<file path="config.mk">
export PLATFORM = sky130hd
export DESIGN_NAME = shift_rate_sequencer
export DESIGN_NICKNAME = d
export VERILOG_FILES = /design/src/rtl/shift_rate_sequencer.sv
export SDC_FILE = /design/constraint.sdc
export NUM_CORES = 1
export LEC_CHECK = 0
export CAP_MARGIN = 10
export CORE_MARGIN = 2
export CORE_UTILIZATION = 25
export DETAILED_ROUTE_END_ITERATION = 10
export GPL_ROUTABILITY_DRIVEN = 0
export PLACE_DENSITY = 0.52
export SYNTH_ARGS = -nofsm -noshare
export SYNTH_HDL_FRONTEND = slang
export SYNTH_SLANG_ARGS = --single-unit
</file>
<file path="constraint.sdc">
create_clock -name clk -period 3.76 [get_ports clk]
set_input_delay 0.752 -clock clk [delete_from_list [all_inputs] [get_ports clk]]
set_output_delay 0.752 -clock clk [all_outputs]
set_load 0.03 [all_outputs]
</file>
<file path="src/rtl/shift_rate_sequencer.sv">
// ---------------------------------------------------------------------------
// shift_rate_sequencer
//
// Purpose:
//   Runs a W-bit shift register at a slow, selectable rate (1/2/4/8 Hz from a
//   CLK_HZ clock). A run is requested with i_start: the register is loaded
//   from i_din, then shifted once per divider period until W shifts are done
//   (logical mode) or until i_stop (rotate mode). The tick divider only runs
//   while a run is active, so every run starts with a full, clean period.
//
// Ports:
//   clk         in   system clock, rising edge
//   rst_n       in   asynchronous active-low reset
//   i_start     in   level; starts a run when idle
//   i_stop      in   level; ends a run early (wins over a coincident shift)
//   i_pause     in   level; freezes divider and shifting during a run
//   i_rate_sel  in   0=1 Hz, 1=2 Hz, 2=4 Hz, 3=8 Hz (latched at start)
//   i_dir       in   1=shift toward MSB, 0=toward LSB (latched at start)
//   i_mode      in   0=logical, W shifts; 1=rotate until stop (latched)
//   i_ser_in    in   fill bit in logical mode, sampled on each shift
//   i_din       in   parallel load value, captured at start
//   o_q         out  shift register contents
//   o_sout      out  last bit shifted out
//   o_tick      out  high in the cycle a shift takes effect at the next edge
//   o_busy      out  high while shifting
//   o_done      out  one-cycle pulse when a run finishes
// ---------------------------------------------------------------------------
module shift_rate_sequencer #(
  parameter int CLK_HZ = 50000000,
  parameter int W      = 8,
  parameter int DIV_W  = 26
) (
  input  logic         clk,
  input  logic         rst_n,
  input  logic         i_start,
  input  logic         i_stop,
  input  logic         i_pause,
  input  logic [1:0]   i_rate_sel,
  input  logic         i_dir,
  input  logic         i_mode,
  input  logic         i_ser_in,
  input  logic [W-1:0] i_din,
  output logic [W-1:0] o_q,
  output logic         o_sout,
  output logic         o_tick,
  output logic         o_busy,
  output logic         o_done
);

  localparam int CNT_W = $clog2(W + 1);

  // Terminal counts (period - 1) for each rate.
  localparam logic [DIV_W-1:0] TC_1HZ = DIV_W'(CLK_HZ - 1);
  localparam logic [DIV_W-1:0] TC_2HZ = DIV_W'((CLK_HZ >> 1) - 1);
  localparam logic [DIV_W-1:0] TC_4HZ = DIV_W'((CLK_HZ >> 2) - 1);
  localparam logic [DIV_W-1:0] TC_8HZ = DIV_W'((CLK_HZ >> 3) - 1);

  localparam logic [CNT_W-1:0] CNT_FULL = CNT_W'(W);
  localparam logic [CNT_W-1:0] CNT_LAST = CNT_W'(W - 1);

  typedef enum logic [1:0] {
    ST_IDLE  = 2'd0,
    ST_SHIFT = 2'd1,
    ST_DONE  = 2'd2
  } state_t;

  state_t           r_state;
  logic [W-1:0]     r_q;
  logic             r_sout;
  logic             r_busy;
  logic             r_done;
  logic [DIV_W-1:0] r_div;
  logic [CNT_W-1:0] r_cnt;
  logic [1:0]       r_rate;
  logic             r_dir;
  logic             r_mode;

  logic [DIV_W-1:0] w_tc;
  logic             w_terminal;
  logic             w_shift;
  logic             w_out_bit;
  logic             w_fill;
  logic [W-1:0]     w_q_shifted;
  logic [CNT_W-1:0] w_cnt_next;
  logic             w_last;

  always_comb begin
    w_tc = TC_1HZ;
    case (r_rate)
      2'd0:    w_tc = TC_1HZ;
      2'd1:    w_tc = TC_2HZ;
      2'd2:    w_tc = TC_4HZ;
      default: w_tc = TC_8HZ;
    endcase
  end

  assign w_terminal = (r_div == w_tc);

  // A shift happens only on terminal count with neither pause nor stop;
  // stop wins so an early end never sneaks in one extra shift.
  assign w_shift = (r_state == ST_SHIFT) && w_terminal && !i_pause && !i_stop;

  assign w_out_bit   = r_dir ? r_q[W-1] : r_q[0];
  assign w_fill      = r_mode ? w_out_bit : i_ser_in;
  assign w_q_shifted = r_dir ? {r_q[W-2:0], w_fill} : {w_fill, r_q[W-1:1]};

  // Rotate runs are unbounded, so the count saturates instead of wrapping.
  assign w_cnt_next = (r_cnt == CNT_FULL) ? r_cnt : r_cnt + CNT_W'(1);
  assign w_last     = !r_mode && (r_cnt == CNT_LAST);

  always_ff @(posedge clk or negedge rst_n) begin
    if (!rst_n) begin
      r_state <= ST_IDLE;
      r_q     <= '0;
      r_sout  <= 1'b0;
      r_busy  <= 1'b0;
      r_done  <= 1'b0;
      r_div   <= '0;
      r_cnt   <= '0;
      r_rate  <= 2'd0;
      r_dir   <= 1'b0;
      r_mode  <= 1'b0;
    end else begin
      case (r_state)
        ST_IDLE: begin
          r_done <= 1'b0;
          if (i_start) begin
            r_q     <= i_din;
            r_rate  <= i_rate_sel;
            r_dir   <= i_dir;
            r_mode  <= i_mode;
            r_div   <= '0;
            r_cnt   <= '0;
            r_busy  <= 1'b1;
            r_state <= ST_SHIFT;
          end
        end

        ST_SHIFT: begin
          if (i_stop) begin
            r_busy  <= 1'b0;
            r_done  <= 1'b1;
            r_state <= ST_DONE;
          end else if (!i_pause) begin
            if (w_terminal) begin
              r_div  <= '0;
              r_q    <= w_q_shifted;
              r_sout <= w_out_bit;
              r_cnt  <= w_cnt_next;
              if (w_last) begin
                r_busy  <= 1'b0;
                r_done  <= 1'b1;
                r_state <= ST_DONE;
              end
            end else begin
              r_div <= r_div + DIV_W'(1);
            end
          end
        end

        ST_DONE: begin
          // One-cycle pulse; start is only honoured back in idle.
          r_done  <= 1'b0;
          r_state <= ST_IDLE;
        end

        default: begin
          r_busy  <= 1'b0;
          r_done  <= 1'b0;
          r_state <= ST_IDLE;
        end
      endcase
    end
  end

  assign o_q    = r_q;
  assign o_sout = r_sout;
  assign o_busy = r_busy;
  assign o_done = r_done;
  // Combinational so the pulse lines up with the shifting cycle even when
  // pause/stop arrive in that same cycle.
  assign o_tick = w_shift;

endmodule

</file>
# ---- Yosys cells after proc, flatten, opt, wreduce, memory -nomap -nowiden
# Index checks and enable logic that the tools add are counted.
# Widths: inputs -> output; s select.
dict set report word_totals {
  ff_bits 47
  in_bits 18
  out_inout_bits 12
  wordCells 85
}
dict set report op_classes {
  addsub 2
  eq_ne 15
  mux 37
  bitwise 3
  n_reduce_logical 18
}
# cell n
set op_table {}
lappend op_table {{$mux 26} 4}
lappend op_table {{$pmux 26 s3} 1}
lappend op_table {{$pmux 26 s2} 1}
lappend op_table {{$mux 8} 5}
lappend op_table {{$add 26x1->26 const B} 1}
lappend op_table {{$eq 26x26->1} 1}
lappend op_table {{$mux 4} 5}
lappend op_table {{$pmux 8 s2} 1}
lappend op_table {{$mux 1} 12}
lappend op_table {{$reduce_and 4->1} 3}
lappend op_table {{$mux 2} 5}
lappend op_table {{$ne 2x2->1 const B} 5}
lappend op_table {{$reduce_and 5->1} 2}
lappend op_table {{$ne 3x3->1 const B} 3}
lappend op_table {{$pmux 4 s2} 1}
lappend op_table {{$reduce_and 6->1} 1}
lappend op_table {{$add 4x1->4 const B} 1}
lappend op_table {{$eq 2x1->1 const B} 2}
lappend op_table {{$eq 2x2->1 const B} 2}
lappend op_table {{$eq 4x3->1 const B} 1}
lappend op_table {{$eq 4x4->1 const B} 1}
lappend op_table {{$logic_and 1x1->1} 4}
lappend op_table {{$logic_not 2->1} 2}
lappend op_table {{$pmux 2 s2} 1}
lappend op_table {{6 further kinds} 10}

# ---- Longest topological paths before layout
dict set report logic_depth {
  depth_word 7
  depth_mapped 10
  depth_no_buf 7
}

# ---- Worst setup path before layout
# No wires, ideal clock.
dict set report synth_path {
  kind {register to output}
  startpoint {reg r_rate[0]}
  endpoint {out o_tick}
  arrival_time_ns 1.726
  t_required_ns 3.008
  setup_slack_ns 1.282
  path_stages_with_launch 8
  n_path_buf 2
  cell_sequence {dfrtp_1 buf_6 buf_6 o21bai_2 a31oi_1 nor4_2 nand4_4 and2b_2}
}
dict set report synth_via {
  elab_chain_len 6
  elab_cells_between_ends 8
  classes_between {eq/ne (3); mux (1); reduce/logical (4)}
}
# item line
set synth_rtl {}
lappend synth_rtl {{start: declaration} 74} ;# logic [1:0] r_rate;
lappend synth_rtl {{start signal: assignment} 129} ;# r_rate <= i_rate_sel;
lappend synth_rtl {{$eq 2x2->1, or another cell as far along} 89} ;# case (r_rate)
lappend synth_rtl {{$pmux 26 s3 *} 89}
lappend synth_rtl {{$eq 26x26->1 *} 97} ;# assign w_terminal = (r_div == w_tc);
lappend synth_rtl {{$logic_and 1x1->1 * (3 in a row)} 101} ;# assign w_shift = (r_state == ST_SHIFT) && w_terminal && !i_pause && !i_stop;
lappend synth_rtl {{end: declaration} 45} ;# output logic o_tick,
# Every way passes the cells marked *; elsewhere a longest branch is shown, timed or not.

# ---- Worst setup path after layout
# Ends and elaborated chain as after synthesis.

==> results.json <==
{
  "outcome": "completed",
  "row_count": 39,
  "synthAdderAreaFrac_pct": 1.30,
  "setup_viol": 0,
  "worstPathArrival_ns": 2.80,
  "core_area_um2": 11300,
  "grt_pass1_vias": 2389,
  "cts.sinks": 47,
  "clk_latency_ns": 0.29,
  "synth_top_family_by_area": "simple AND/OR/NAND/NOR gates",
  "synthFlopType": "dfrtp_1",
  "drtIter0Drc": 98,
  "layout-drive-gt1-share_pct": 13.0,
  "root_buffer": "clkbuf_16",
  "yosys.area.top_type_share_pct": 40.8,
  "numCtsBuffers": 5,
  "drv_cap": 0,
  "synth_top_cell_by_area": "dfrtp_1",
  "ctsResizeCount": 0,
  "portBuffers": 29,
  "power_frac_seq_pct": 39.8,
  "fin_cells": 482,
  "clkPwrFrac_pct": 26.6,
  "initial_core_util_pct": 25.5,
  "tritoncts": "yes",
  "ir_drop_mv": 0.449,
  "comb_power_share_pct": 33.6,
  "synth.avg_cell_area_um2": 9.36,
  "track_usage_pct": 12.0,
  "dp.cells": 474,
  "fin_crit_sh_pct": 94.4,
  "grt_setup_unrepaired": "false",
  "synth_xor_area_share_pct": 5.17,
  "mostFrequentLayoutCells": "dfrtp_1 (47), nand2_1 (42), nor2_1 (40)",
  "leakage_nw": 1.40,
  "maxSlewHeadroom_pct": 32.2,
  "viasPerCell": 4.91,
  "post_cts_buffers": 0,
  "fin_crit_ns": 3.55,
  "mostFrequentLayoutCell": "dfrtp_1",
  "ant_nets": 0,
  "path_clk_slew_ns": 0.07,
  "synthCells": 308,
  "via_count": 2367,
  "htreeDepth": 2,
  "tns_ns": 0,
  "synth_compound_area_share_pct": 11.7,
  "power.switching_uw": 742,
  "yosysWarningCount": 0,
  "diodes": 0,
  "die_area_um2": 12400,
  "grt_pass1_wl_um": 12100,
  "worstPathRequired_ns": 3.01,
  "syn-num-nets": 329,
  "start_kind": "flop",
  "path_class": "reg -> out",
  "die_w_um": 111,
  "sw_frac_of_total_pct": 37.8,
  "slew_viol_final": 0,
  "fin_worst_skew_ns": 0.0119,
  "pwr_density_cell_nw_per_um2": 568,
  "syn-cell-area_um2": 2880,
  "cp-end-kind": "primary output",
  "antenna_found_initial": 0,
  "die_h_um": 111,
  "hpwl_um": 4920,
  "hold_class": "reg -> reg",
  "grt_max_degree": 44,
  "worstPathMaxFanout": 19,
  "synth_simple_gate_area_share_pct": 29.3,
  "first_pass_iters": 4,
  "io_pins": 30,
  "ys_types": 67,
  "postSynth.asyncResetShare_pct": 100,
  "areaGrowthSynthToFinish_pct": 19.8,
  "grt.overflow.total": 0,
  "synth_edf_count": 0,
  "max_freq_ghz": 0.282,
  "pre_cts_ws_ns": 0.559,
  "p_int_mw": 1.22,
  "synth_seq_area_share_pct": 40.8,
  "clk_path_buf_depth": 2,
  "fin_ws_ns": 0.210,
  "wl_per_cell_um": 14.8,
  "tightest_slew_ns": 1.02,
  "synth.mux.area_fraction_pct": 6.73,
  "finalHoldViolCount": 0,
  "synth_area_leaders": "dfrtp_1 (41%), nand2_1 (5.5%), nor2_1 (5.2%), mux2_2 (3.9%), xor2_1 (3.6%)",
  "drc": 0,
  "layout.nets": 359,
  "synth_seq_cells": 47,
  "wirelength_um": 7160,
  "postCtsHoldBufs": 0
}
==> worst max-delay path, cell delays in order (launching register included) <==
cell and delay (ns):
dfrtp_1 0.56, nor2b_1 0.24, a2111oi_1 0.36, a311o_1 0.28, nand4_4 0.14, and2b_2 0.26
clkdlybuf4s50_1 0.67
==> final timing paths <==
| kind | from | slack, ns | to | cells past startpoint |
|---|---|---|---|---|
| setup / recovery | r_rate[0]$_DFFE_PN0P_ | 0.21 | o_tick | 6 |
| hold / removal | o_done$_DFFE_PN0P_ | 0.51 | o_done$_DFFE_PN0P_ | 1 |
| setup reg to reg | r_rate[0]$_DFFE_PN0P_ | 0.94 | o_q[1]$_DFFE_PN0P_ | 7 |
| hold reg to reg | o_done$_DFFE_PN0P_ | 0.51 | o_done$_DFFE_PN0P_ | 1 |
| max in group asynchronous | rst_n | 2.47 | o_q[2]$_DFFE_PN0P_ | 2 |
| min in group asynchronous | rst_n | 0.63 | r_dir$_DFFE_PN0P_ | 1 |
==> power groups by stage <==
stage	Sequential [mW]	Combinational, mW	Clock (mW)
floorplan	0.809	0.412	0
global placement	0.785	0.652	0
detailed placement	0.789	0.658	0
CTS	0.782	0.663	0.538
global route	0.806	0.721	0.557
finish	0.781	0.659	0.521
==> flip-flops by register name, indices dropped and copies added, names as in the netlist <==
name     flops
o_done       1
r_mode       1
o_q          8
r_cnt        4
r_div       26
r_state      2
o_busy       1
r_rate       2
o_sout       1
r_dir        1
==> per-layer routing <==
layer	track usage (%)	share of wire, %	wire length [µm]	vias to the layer above
li1	-	-	-	1165
met1	17.6	50	3570	1132
met2	17.8	44	3140	65
met3	2.56	5.5	390	5
met4	3.21	0.74	53	0
met5	0	0	0	-
==> final cells by class <==
| type | count | area, µm² |
|---|---|---|
| clock buffer | 5 | 125 |
| clock inverter | 3 | 46.3 |
| fill | 1206 | 7870 |
| inverter | 7 | 26.3 |
| multi-input combinational | 241 | 1560 |
| sequential | 47 | 1180 |
| tap | 143 | 179 |
| timing repair buffer | 36 | 338 |
==> synthesized netlist by cell type, types with 2 or more instances <==
cell,n
o311ai_0,2
a21oi_1,13
nor3b_2,3
xnor2_1,5
clkbuf_1,3
mux2i_1,7
a31oi_1,2
and3_1,6
nor2b_1,3
clkbuf_8,2
xor2_1,12
nor3_1,3
nand4_1,8
nor4_1,3
nand3b_1,2
dfrtp_1,47
and3_2,2
o31ai_1,2
o22ai_1,3
nand3_1,16
and2_1,2
buf_6,6
or4_1,4
inv_1,7
mux2_2,10
ha_1,3
nor4b_1,2
and4_1,2
nor2_1,40
o21ai_0,6
o211ai_1,5
nand2_1,42
==> metrics by stage <==
stage	hold slack [ns]	cell area [µm²]	utilization, %	total power [mW]
2_1_floorplan	0.456	2880	-	1.22
3_3_place_gp	0.493	3280	29.0	1.44
3_5_place_dp	0.494	3280	29.0	1.45
4_1_cts	0.516	3450	30.5	1.98
5_1_grt	0.550	3450	30.5	2.08
6_report	0.511	3450	30.5	1.96
==> logic make-up after synthesis <==
logic type / after synthesis
AO/OA/AOI/OAI: 48
XOR/XNOR: 17
AND/OR/NAND/NOR: 155
flip-flops: 47
buffers and inverters: 20
adder cells (fa/ha/maj): 3
multiplexers: 18
Power figures use the tool's default switching activity.
